`config.mk`:
```
export PLATFORM = sky130hd
export DESIGN_NAME = nx_fifo_ram_1r1w_ctrl
export DESIGN_NICKNAME = d
export VERILOG_FILES = /design/src/rtl/nx_fifo_ram_1r1w_ctrl.sv
export SDC_FILE = /design/constraint.sdc
export NUM_CORES = 1
export LEC_CHECK = 0
export CAP_MARGIN = 30
export CORE_MARGIN = 5
export CORE_UTILIZATION = 40
export CTS_BUF_LIST = sky130_fd_sc_hd__clkbuf_4 sky130_fd_sc_hd__clkbuf_8 sky130_fd_sc_hd__clkbuf_16
export DETAILED_ROUTE_END_ITERATION = 12
export GPL_ROUTABILITY_DRIVEN = 0
export HOLD_SLACK_MARGIN = 0.06
export PLACE_DENSITY = 0.71
export SYNTH_ARGS = -nofsm -noshare
export SYNTH_HDL_FRONTEND = slang
export SYNTH_SLANG_ARGS = --single-unit
```
`constraint.sdc`:
```
create_clock -name clk -period 6.3 [get_ports clk]
set_input_delay 1.26 -clock clk [delete_from_list [all_inputs] [get_ports clk]]
set_output_delay 1.26 -clock clk [all_outputs]
set_load 0.02 [all_outputs]
```
`src/rtl/nx_fifo_ram_1r1w_ctrl.sv`:
```
//-----------------------------------------------------------------------------
// nx_fifo_ram_1r1w_ctrl
//
// Purpose:
//   Turns an external 1R1W RAM (active-low write/read enables, registered read
//   with a fixed latency) into a valid/ready streaming FIFO. The controller
//   owns the RAM write/read pointers and the RAM occupancy count. A small
//   prefetch skid buffer absorbs the RAM read latency so the read side
//   can stream one word per cycle.
//
//   Words in the FIFO are in exactly one of three places:
//     - the RAM (counted by r_ram_cnt),
//     - in flight from the RAM (one bit per word in r_inflight),
//     - the skid buffer (counted by r_skid_cnt).
//   'used' is the sum of all three.
//
// Parameters:
//   WIDTH      data word width
//   DEPTH      RAM entries (any value >= 2, not necessarily a power of 2)
//   RD_LATENCY RAM read latency in cycles (>= 1)
//   OUT_FLOP   1 when the RAM adds an output flop; total L = RD_LATENCY+OUT_FLOP
//
// Ports:
//   clk, rst          clock, asynchronous active-high reset
//   wr_valid/ready    push handshake, wr_data is the pushed word
//   rd_valid/ready    pop handshake, rd_data is the head word
//   used              words accepted and not yet popped
//   ram_web/wa/din    RAM write port (web active-low), ram_bwe all-ones
//   ram_reb/ra        RAM read request (reb active-low)
//   ram_dout          RAM read data, valid L cycles after a ram_reb=0 cycle
//-----------------------------------------------------------------------------
`timescale 1ns/1ps

module nx_fifo_ram_1r1w_ctrl #(
    parameter int WIDTH      = 64,
    parameter int DEPTH      = 256,
    parameter int RD_LATENCY = 1,
    parameter int OUT_FLOP   = 0
) (
    input  logic                                              clk,
    input  logic                                              rst,

    input  logic                                              wr_valid,
    output logic                                              wr_ready,
    input  logic [WIDTH-1:0]                                  wr_data,

    output logic                                              rd_valid,
    input  logic                                              rd_ready,
    output logic [WIDTH-1:0]                                  rd_data,

    output logic [$clog2(DEPTH+RD_LATENCY+OUT_FLOP+3)-1:0]    used,

    output logic                                              ram_web,
    output logic [$clog2(DEPTH)-1:0]                          ram_wa,
    output logic [WIDTH-1:0]                                  ram_din,
    output logic [WIDTH-1:0]                                  ram_bwe,
    output logic                                              ram_reb,
    output logic [$clog2(DEPTH)-1:0]                          ram_ra,
    input  logic [WIDTH-1:0]                                  ram_dout
);

    //-------------------------------------------------------------------------
    // Derived sizes
    //-------------------------------------------------------------------------
    localparam int L  = RD_LATENCY + OUT_FLOP;   // total RAM read latency
    localparam int S  = L + 2;                   // skid buffer entries
    localparam int AW = $clog2(DEPTH);           // RAM address width
    localparam int CW = $clog2(DEPTH + 1);       // RAM occupancy width
    localparam int SW = $clog2(S);               // skid index width (S >= 3)
    localparam int KW = $clog2(S + 1);           // skid / inflight count width
    localparam int UW = $clog2(DEPTH + L + 3);   // 'used' width

    // Elaboration-time parameter sanity
    if (DEPTH < 2) begin : g_chk_depth
        $error("nx_fifo_ram_1r1w_ctrl: DEPTH must be at least 2");
    end
    if (RD_LATENCY < 1) begin : g_chk_lat
        $error("nx_fifo_ram_1r1w_ctrl: RD_LATENCY must be at least 1");
    end
    if ((OUT_FLOP != 0) && (OUT_FLOP != 1)) begin : g_chk_oflop
        $error("nx_fifo_ram_1r1w_ctrl: OUT_FLOP must be 0 or 1");
    end

    //-------------------------------------------------------------------------
    // Pointer helpers: wrap at DEPTH-1 / S-1, which need not be powers of 2
    //-------------------------------------------------------------------------
    function automatic logic [AW-1:0] ram_ptr_inc(input logic [AW-1:0] p);
        return (p == AW'(DEPTH - 1)) ? '0 : p + AW'(1);
    endfunction

    function automatic logic [SW-1:0] skid_ptr_inc(input logic [SW-1:0] p);
        return (p == SW'(S - 1)) ? '0 : p + SW'(1);
    endfunction

    //-------------------------------------------------------------------------
    // State
    //-------------------------------------------------------------------------
    logic [AW-1:0]    r_wptr;
    logic [AW-1:0]    r_rptr;
    logic [AW-1:0]    r_ra;            // last issued read address
    logic [CW-1:0]    r_ram_cnt;
    logic [L-1:0]     r_inflight;      // bit k: read issued k+1 cycles ago
    logic [KW-1:0]    r_skid_cnt;
    logic [SW-1:0]    r_head;
    logic [SW-1:0]    r_tail;
    logic [WIDTH-1:0] r_skid_mem [S];
    logic [UW-1:0]    r_used;

    //-------------------------------------------------------------------------
    // Combinational control
    //-------------------------------------------------------------------------
    logic             w_wr_ready;
    logic             w_push;
    logic             w_issue;
    logic             w_capture;
    logic             w_rd_valid;
    logic             w_pop;
    logic [KW-1:0]    w_inflight_cnt;
    logic [L-1:0]     w_issue_vec;

    // Held low during reset so ram_web cannot pulse while rst is high.
    assign w_wr_ready = !rst && (r_ram_cnt < CW'(DEPTH));
    assign w_push     = wr_valid && w_wr_ready;

    // Number of reads currently travelling through the RAM pipeline.
    always_comb begin
        // NOTE: every always_comb target is given a default before any
        // conditional logic, so no path leaves it unassigned (no latch).
        w_inflight_cnt = '0;
        for (int i = 0; i < L; i++) begin
            w_inflight_cnt = w_inflight_cnt + KW'(r_inflight[i]);
        end
    end

    // Issue only when every word already committed (in flight or buffered)
    // plus this one still fits in the skid buffer. Uses registered counts, so
    // a pop this cycle grants credit only from the next cycle on. A word
    // pushed this cycle is not in r_ram_cnt yet, so the RAM never sees a
    // same-address write and read in one cycle.
    assign w_issue = (r_ram_cnt != '0) &&
                     ((int'(w_inflight_cnt) + int'(r_skid_cnt)) < S);

    // The oldest inflight bit marks the cycle ram_dout carries that word.
    assign w_capture = r_inflight[L-1];

    assign w_rd_valid = (r_skid_cnt != '0);
    assign w_pop      = w_rd_valid && rd_ready;

    always_comb begin
        w_issue_vec    = '0;
        w_issue_vec[0] = w_issue;
    end

    //-------------------------------------------------------------------------
    // Write pointer
    //-------------------------------------------------------------------------
    always_ff @(posedge clk or posedge rst) begin
        if (rst) begin
            r_wptr <= '0;
        end else if (w_push) begin
            // NOTE: sequential state uses nonblocking assignments so every
            // flop samples pre-edge values regardless of block ordering.
            r_wptr <= ram_ptr_inc(r_wptr);
        end
    end

    //-------------------------------------------------------------------------
    // Read pointer and held read address
    //-------------------------------------------------------------------------
    always_ff @(posedge clk or posedge rst) begin
        if (rst) begin
            r_rptr <= '0;
            r_ra   <= '0;
        end else if (w_issue) begin
            r_rptr <= ram_ptr_inc(r_rptr);
            r_ra   <= r_rptr;
        end
    end

    //-------------------------------------------------------------------------
    // RAM occupancy: push adds, issue removes, both together cancel
    //-------------------------------------------------------------------------
    always_ff @(posedge clk or posedge rst) begin
        if (rst) begin
            r_ram_cnt <= '0;
        end else begin
            case ({w_push, w_issue})
                2'b10:   r_ram_cnt <= r_ram_cnt + CW'(1);
                2'b01:   r_ram_cnt <= r_ram_cnt - CW'(1);
                default: r_ram_cnt <= r_ram_cnt;
            endcase
        end
    end

    //-------------------------------------------------------------------------
    // Inflight shift register; clearing it on reset discards late returns
    //-------------------------------------------------------------------------
    always_ff @(posedge clk or posedge rst) begin
        if (rst) begin
            r_inflight <= '0;
        end else begin
            r_inflight <= (r_inflight << 1) | w_issue_vec;
        end
    end

    //-------------------------------------------------------------------------
    // Skid buffer: circular, capture and pop may happen in the same cycle
    //-------------------------------------------------------------------------
    always_ff @(posedge clk or posedge rst) begin
        if (rst) begin
            r_head     <= '0;
            r_tail     <= '0;
            r_skid_cnt <= '0;
        end else begin
            if (w_capture) begin
                r_tail <= skid_ptr_inc(r_tail);
            end
            if (w_pop) begin
                r_head <= skid_ptr_inc(r_head);
            end
            case ({w_capture, w_pop})
                2'b10:   r_skid_cnt <= r_skid_cnt + KW'(1);
                2'b01:   r_skid_cnt <= r_skid_cnt - KW'(1);
                default: r_skid_cnt <= r_skid_cnt;
            endcase
        end
    end

    // NOTE: the data storage has no reset; validity lives entirely in
    // r_skid_cnt, and leaving it unreset keeps it a plain register array.
    always_ff @(posedge clk) begin
        if (w_capture) begin
            r_skid_mem[r_tail] <= ram_dout;
        end
    end

    //-------------------------------------------------------------------------
    // Total occupancy seen by the user
    //-------------------------------------------------------------------------
    always_ff @(posedge clk or posedge rst) begin
        if (rst) begin
            r_used <= '0;
        end else begin
            case ({w_push, w_pop})
                2'b10:   r_used <= r_used + UW'(1);
                2'b01:   r_used <= r_used - UW'(1);
                default: r_used <= r_used;
            endcase
        end
    end

    //-------------------------------------------------------------------------
    // Outputs
    //-------------------------------------------------------------------------
    assign wr_ready = w_wr_ready;

    assign ram_web  = !w_push;
    assign ram_wa   = r_wptr;
    assign ram_din  = wr_data;
    assign ram_bwe  = '1;

    assign ram_reb  = !w_issue;
    assign ram_ra   = w_issue ? r_rptr : r_ra;

    assign rd_valid = w_rd_valid;
    assign rd_data  = r_skid_mem[r_head];
    assign used     = r_used;

    //-------------------------------------------------------------------------
    // Simulation-only invariants
    //-------------------------------------------------------------------------
    // The issue credit makes skid overflow impossible.
    a_skid_no_overflow : assert property (@(posedge clk) disable iff (rst)
        !(w_capture && !w_pop && (r_skid_cnt == KW'(S))));

    // The RAM never holds more than DEPTH words.
    a_ram_cnt_bound : assert property (@(posedge clk) disable iff (rst)
        (r_ram_cnt <= CW'(DEPTH)));

    // Every accepted word is in exactly one of RAM, flight or skid buffer.
    a_used_consistent : assert property (@(posedge clk) disable iff (rst)
        (int'(r_used) == int'(r_ram_cnt) + int'(w_inflight_cnt) + int'(r_skid_cnt)));

endmodule

```
==> results of run 1 <==
[worst paths after layout]
| path | from | to | slack, ns | depth (start not counted) |
|---|---|---|---|---|
| max in group asynchronous | rst | r_head[0] | 4.60 | 3 |
| min in group asynchronous | rst | ram_wa[1] | 1.17 | 2 |
| hold / removal | r_ra[4] | r_ra[4] | 0.47 | 2 |
| setup / recovery | r_head[0] | rd_data[20] | 2.01 | 4 |
| setup reg to reg | r_inflight | r_ram_cnt[6] | 2.36 | 13 |
| hold reg to reg | r_ra[4] | r_ra[4] | 0.47 | 2 |
[critical path, delay by kind of cell, from the launching register on]
kind	cells	cell delay, ns
compound gates	1	0.22
buf+inv	2	1.10
flops	1	1.01
mux	1	0.11
[final cells by class]
class	count	share of cell area [%]
clock inverter	18	1.46
sequential	241	54.2
timing repair buffer	166	13.0
inverter	12	0.368
clock buffer	28	5.07
tap	341	3.30
multi-input combinational	480	22.6
[placed cells by master (no fill, tap or decap), drive strengths merged, types with 3 or more instances in the layout]
cell | netlist | final
clkdlybuf4s50 | 0 | 160
clkbuf | 17 | 28
xnor2 | 13 | 13
buf | 146 | 6
dfrtp | 49 | 49
bufinv | 0 | 4
xor2 | 19 | 19
a21oi | 13 | 13
nand2b | 4 | 4
and3 | 11 | 11
nor2 | 22 | 22
a21o | 6 | 6
clkinv | 0 | 12
nor4 | 3 | 3
mux2i | 67 | 67
mux2 | 3 | 3
inv | 12 | 13
a31oi | 3 | 3
nand2 | 117 | 117
ha | 16 | 16
edfxtp | 192 | 192
o21ai | 82 | 82
nand3 | 3 | 3
conb | 1 | 64
[per-stage QoR]
| step | power (uW) | cells | setup WS, ns | util, % |
|---|---|---|---|---|
| global placement | 5910 | 1238 | 1.99 | 44.9 |
| floorplan | 4840 | 896 | 2.53 | - |
| finish | 7390 | 1286 | 2.01 | 48.2 |
| global route | 7880 | 1286 | 1.83 | 48.2 |
| detailed placement | 5990 | 1240 | 1.94 | 45.1 |
| CTS | 7510 | 1286 | 1.90 | 48.2 |
[power by group]
group	switching, uW	total [uW]	internal (uW)	leakage [uW]
combinational	1800	3190	1380	0.00211
clock	578	1490	908	0.000412
sequential	388	2720	2330	0.00239
total	2770	7390	4620	0.00491
[state kept, by name, summed over array words and instances (netlist names)]
name and cells:
r_ra 8, r_skid_cnt 2, r_tail 2, r_ram_cnt 9, r_rptr 8, r_inflight 1
used 9, r_skid_mem 192, r_head 2, ram_wa 8
[cell families after synthesis]
group | share of synthesized area [%]
compound gates | 6.45
mux | 6.50
flops | 64.5
xor+xnor | 2.59
buf+inv | 10.9
fa+ha+maj | 2.03
simple gates | 6.98
other cells | 0.0346
[layer usage]
layer  track usage [%]  wire length (um)
met1              17.0              8990
met4              3.44               523
met2              26.2             12000
met3              4.72              1940
met5             0.321                 0
==> reports/results.tsv, run 1 <==
stage	metric	value	unit
run_status	status	complete, no violations	
critical_path	worstPathCellList	buf_4, mux2i_1, o21ai_0, clkdlybuf4s50_1	
route	vias	6097	
grt	grt_antenna_before_repair	0	
route	via_per_inst	4.74	
layout	fin_area	0.0129	mm2
layout	area_growth	19.1	%
clock_network	numClockSinks	241	
clock_network	root_buffer	clkbuf_16	
critical_path	critical-path-slowest-cell	dfrtp_4	
place	hpwl	16.1	mm
route	wl	23.4	mm
logic_synthesis	synthTopCellsByCount	192 x edfxtp_1, 130 x buf_4, 117 x nand2_1	
critical_path	start_kind	flop	
die	initial_utilization	40.5	%
sta	post-route-min-period	4.29	ns
place	dpl_cell_area	0.0121	mm2
layout	multiInputGateArea	0.00292	mm2
sta	hold_violations	0	
critical_path	path_class	flop to output pin	
grt	grt_pass1_vias	6000	
clock_network	postCtsResizedCells	0	
logic_synthesis	yosysWarningCount	0	
power_and_ir_drop	p_leak	0.00491	uW
logic_synthesis	yosys.area.top_type	edfxtp_1	
logic_synthesis	yosysMostFrequentCell	edfxtp_1	
hold_path	min_path_type	flop to flop	
die	die_w	175	um
place	numPortBuffers	160	
critical_path	critical_path_arrival	3.03	ns
clock_network	numCtsBuffers	25	
clock_network	cts_htree_levels	1	
sta	maxSlewHeadroom	35.6	%
layout	layout-drive-gt1-share	6.24	%
route	drtIter0Drc	311	
clock_network	cts.path.max_buffers	3	
logic_synthesis	ys.flop_type	edfxtp_1	
route	antenna_left	0	
run	maxCapViolations	0	
sta	hold_ws	0.472	ns
die	core_area	0.0268	mm2
logic_synthesis	synth.yosys.seq_area_share	64.5	%
grt	grt_max_degree	92	
power_and_ir_drop	ir_drop	444	uV
clock_network	cts_hold_buf	0	
die	die_area	0.0305	mm2
sta	drv_slew	0	
logic_synthesis	yosysUniqueCellTypes	54	
clock_network	path_clk_slew	0.06	ns
grt	grt_pass1_wl	35.3	mm
sta	tns	0	ns
logic_synthesis	syn_avg_cell_area	13.0	um2
grt	grt.overflow.total	0	
critical_path	crit_required	5.04	ns
layout	num_antenna_cells	0	
logic_synthesis	netlist_area	0.0108	mm2
logic_synthesis	synth_edf_count	192	
logic_synthesis	synth_area_leaders	edfxtp_1 53%, dfrtp_1 11%, buf_4 9.0%	
layout	nets	1075	
sta	setup_viol	0	
power_and_ir_drop	power_density	572	mW/mm2
logic_synthesis	ys_ff_latch	241	
clock_network	clock_latency	0.51	ns
logic_synthesis	synthCells	833	
sta	rsz0062_at_grt	false	
grt	grt_usage	14.6	%
route	drc	0	
route	drtPass1Iterations	4	
logic_synthesis	async_flop_share	20.3	%
clock_network	cts_tree	done	
critical_path	critPathMaxFanout	52	
die	rows	60	
die	die_h	175	um
critical_path	slowest_delay	1.01	ns
logic_synthesis	synth_top_area_share	53.2	%
sta	skew	0.00676	ns
sta	worst_slew_pin_slew	0.966	ns
route	avgRoutedWirePerCell	18.2	um
clock_network	cts_setup_buffers	0	
layout	num-fill-cells	2332	
layout	seq_area	0.00700	mm2
die	pin_count	353	
sta	fmax	233	MHz
sta	fin_crit_sh	68.1	%
critical_path	end_kind	output pin	
(Power assumes the default switching activity.)
==> run 2: changes to the inputs <==
- clock period: 6.3 -> 4.4 ns (I/O delays scaled with it)
==> run 2 against run 1 <==
Setup slack lost 1.5 ns. Wire length is 0.17% lower. Register-to-register slack got worse by 1.4 ns. Combinational power grew 50%. Via count rose by 1.8%. Largest cell class unchanged.
==> reports/results.tsv, run 2 (same netlist as run 1, synthesis figures left out) <==
stage	metric	value	unit
route	wl	23.4	mm
power_and_ir_drop	ir_drop	642	uV
clock_network	cts.path.max_buffers	3	
critical_path	end_kind	output pin	
route	drtPass1Iterations	7	
route	antenna_left	0	
route	drtIter0Drc	307	
power_and_ir_drop	power_density	820	mW/mm2
grt	grtUsageMet3	4.85	%
grt	grt.overflow.total	0	
die	core_area	0.0268	mm2
die	pin_count	353	
sta	tns	0	ns
critical_path	start_kind	flop	
sta	hold_violations	0	
die	die_w	175	um
grt	use_met2	25.1	%
grt	grt_pass1_wl	35.1	mm
grt	busiest_layer	met2	
hold_path	min_path_type	flop to flop	
clock_network	cts_tree	done	
run	maxCapViolations	0	
die	rows	60	
sta	skew	0.0147	ns
grt	grt_antenna_before_repair	0	
layout	layout-drive-gt1-share	7.18	%
grt	grt_max_degree	131	
critical_path	critical_path_arrival	3.02	ns
sta	fin_crit_sh	88.6	%
route	via_per_inst	4.82	
clock_network	numClockSinks	241	
sta	drv_slew	0	
clock_network	cts_hold_buf	0	
clock_network	cts_setup_buffers	0	
layout	area_growth	19.8	%
sta	rsz0062_at_grt	false	
critical_path	crit_required	3.52	ns
critical_path	path_class	flop to output pin	
grt	use_met1	17.1	%
clock_network	clock_latency	0.53	ns
place	hpwl	16.0	mm
power_and_ir_drop	p_leak	0.00495	uW
route	vias	6206	
clock_network	path_clk_slew	0.06	ns
sta	setup_viol	0	
die	die_area	0.0305	mm2
clock_network	numCtsBuffers	25	
clock_network	postCtsResizedCells	0	
sta	post-route-min-period	3.90	ns
place	numPortBuffers	160	
layout	largest_register_ffs	192	
route	drc	0	
grt	grt_usage	14.5	%
run_status	status	complete, no violations	
sta	fmax	256	MHz
layout	regMostFlops	r_skid_mem	
sta	maxSlewHeadroom	56.5	%
grt	grt_pass1_vias	5884	
clock_network	root_buffer	clkbuf_16	
route	avgRoutedWirePerCell	18.2	um
die	die_h	175	um
die	initial_utilization	40.5	%
power_and_ir_drop	finalPower	10600	uW
layout	layout_commonest_cell	edfxtp_1	
layout	nets	1077	
sta	worst_slew_pin_slew	0.653	ns
layout	num_antenna_cells	0	
layout	final_cell_mix	192 x edfxtp_1, 160 x clkdlybuf4s50_1, 117 x nand2_1, 76 x o21ai_0, 67 x mux2i_1	
critical_path	critPathMaxFanout	19	
clock_network	cts_htree_levels	1	
run 2: changes by cell type in the layout (fill, tap and decap cells not counted), moves of 2 or more:
| cell | change |
|---|---|
| clkinv_1 | -7 |
| buf_12 | +4 |
| bufinv_16 | -4 |
| clkbuf_16 | +4 |
| clkinv_2 | +3 |
| clkbuf_4 | +2 |
| clkbuf_8 | +2 |
run 2: stage by stage:
stage	hold slack [ns]	util [%]	setup WS (ns)	cells	instance area (um2)
after floorplan	0.454	-	0.686	896	11100
after global placement	0.456	45.1	0.757	1241	12100
after detailed placement	0.461	45.2	0.659	1242	12100
after CTS	0.476	48.4	0.457	1288	13000
after global routing	0.491	48.4	0.336	1288	13000
final	0.474	48.4	0.500	1288	13000
run 2: area by class of cell:
class	instances	area, um2
Tap cell	341	427
Inverter	12	47.5
Clock buffer	36	797
Clock inverter	10	68.8
Fill cell	2298	13800
Multi-Input combinational cell	480	2920
Timing Repair Buffer	168	1720
Sequential cell	241	7000
run 2: power by group:
part           internal [uW]  switching [uW]  leakage [uW]  total, uW
Sequential              3330             369       0.00239       3700
Clock                   1270             870      0.000434       2140
Combinational           2020            2780       0.00213       4800
Total                   6630            4020       0.00495      10600
run 2: final timing paths:
| check | cells after the start | to | start | slack [ns] |
|---|---|---|---|---|
| worst min-delay path | 2 | r_ra[2] | r_ra[2] | 0.47 |
| worst max-delay path | 7 | ram_ra[6] | r_inflight | 0.50 |
| max in group asynchronous | 3 | r_head[0] | rst | 3.14 |
| worst min register to register | 2 | r_ra[2] | r_ra[2] | 0.47 |
| min in group asynchronous | 2 | r_skid_cnt[1] | rst | 0.74 |
| worst max register to register | 13 | r_ram_cnt[6] | r_ram_cnt[1] | 0.96 |
run 2: per-layer routing:
layer / vias to the layer above / wire [um]
met5: - / 0
met4: 0 / 718
met3: 37 / 2090
met2: 238 / 11600
met1: 2975 / 9040
li1: 2956 / -
run 2: worst max-delay path, stage by stage, from the launching register on:
cell	delay (ns)
dfrtp_1	0.42
ha_1	0.22
ha_1	0.27
a221o_2	0.48
inv_2	0.28
nand2_1	0.11
nand2_1	0.10
clkdlybuf4s50_1	0.61
==> run 3: changes to the inputs <==
- CTS_CLUSTER_DIAMETER: unset -> 120
==> results of run 3 <==
The final DEF is identical to that of run 2; final timing and power are the same.
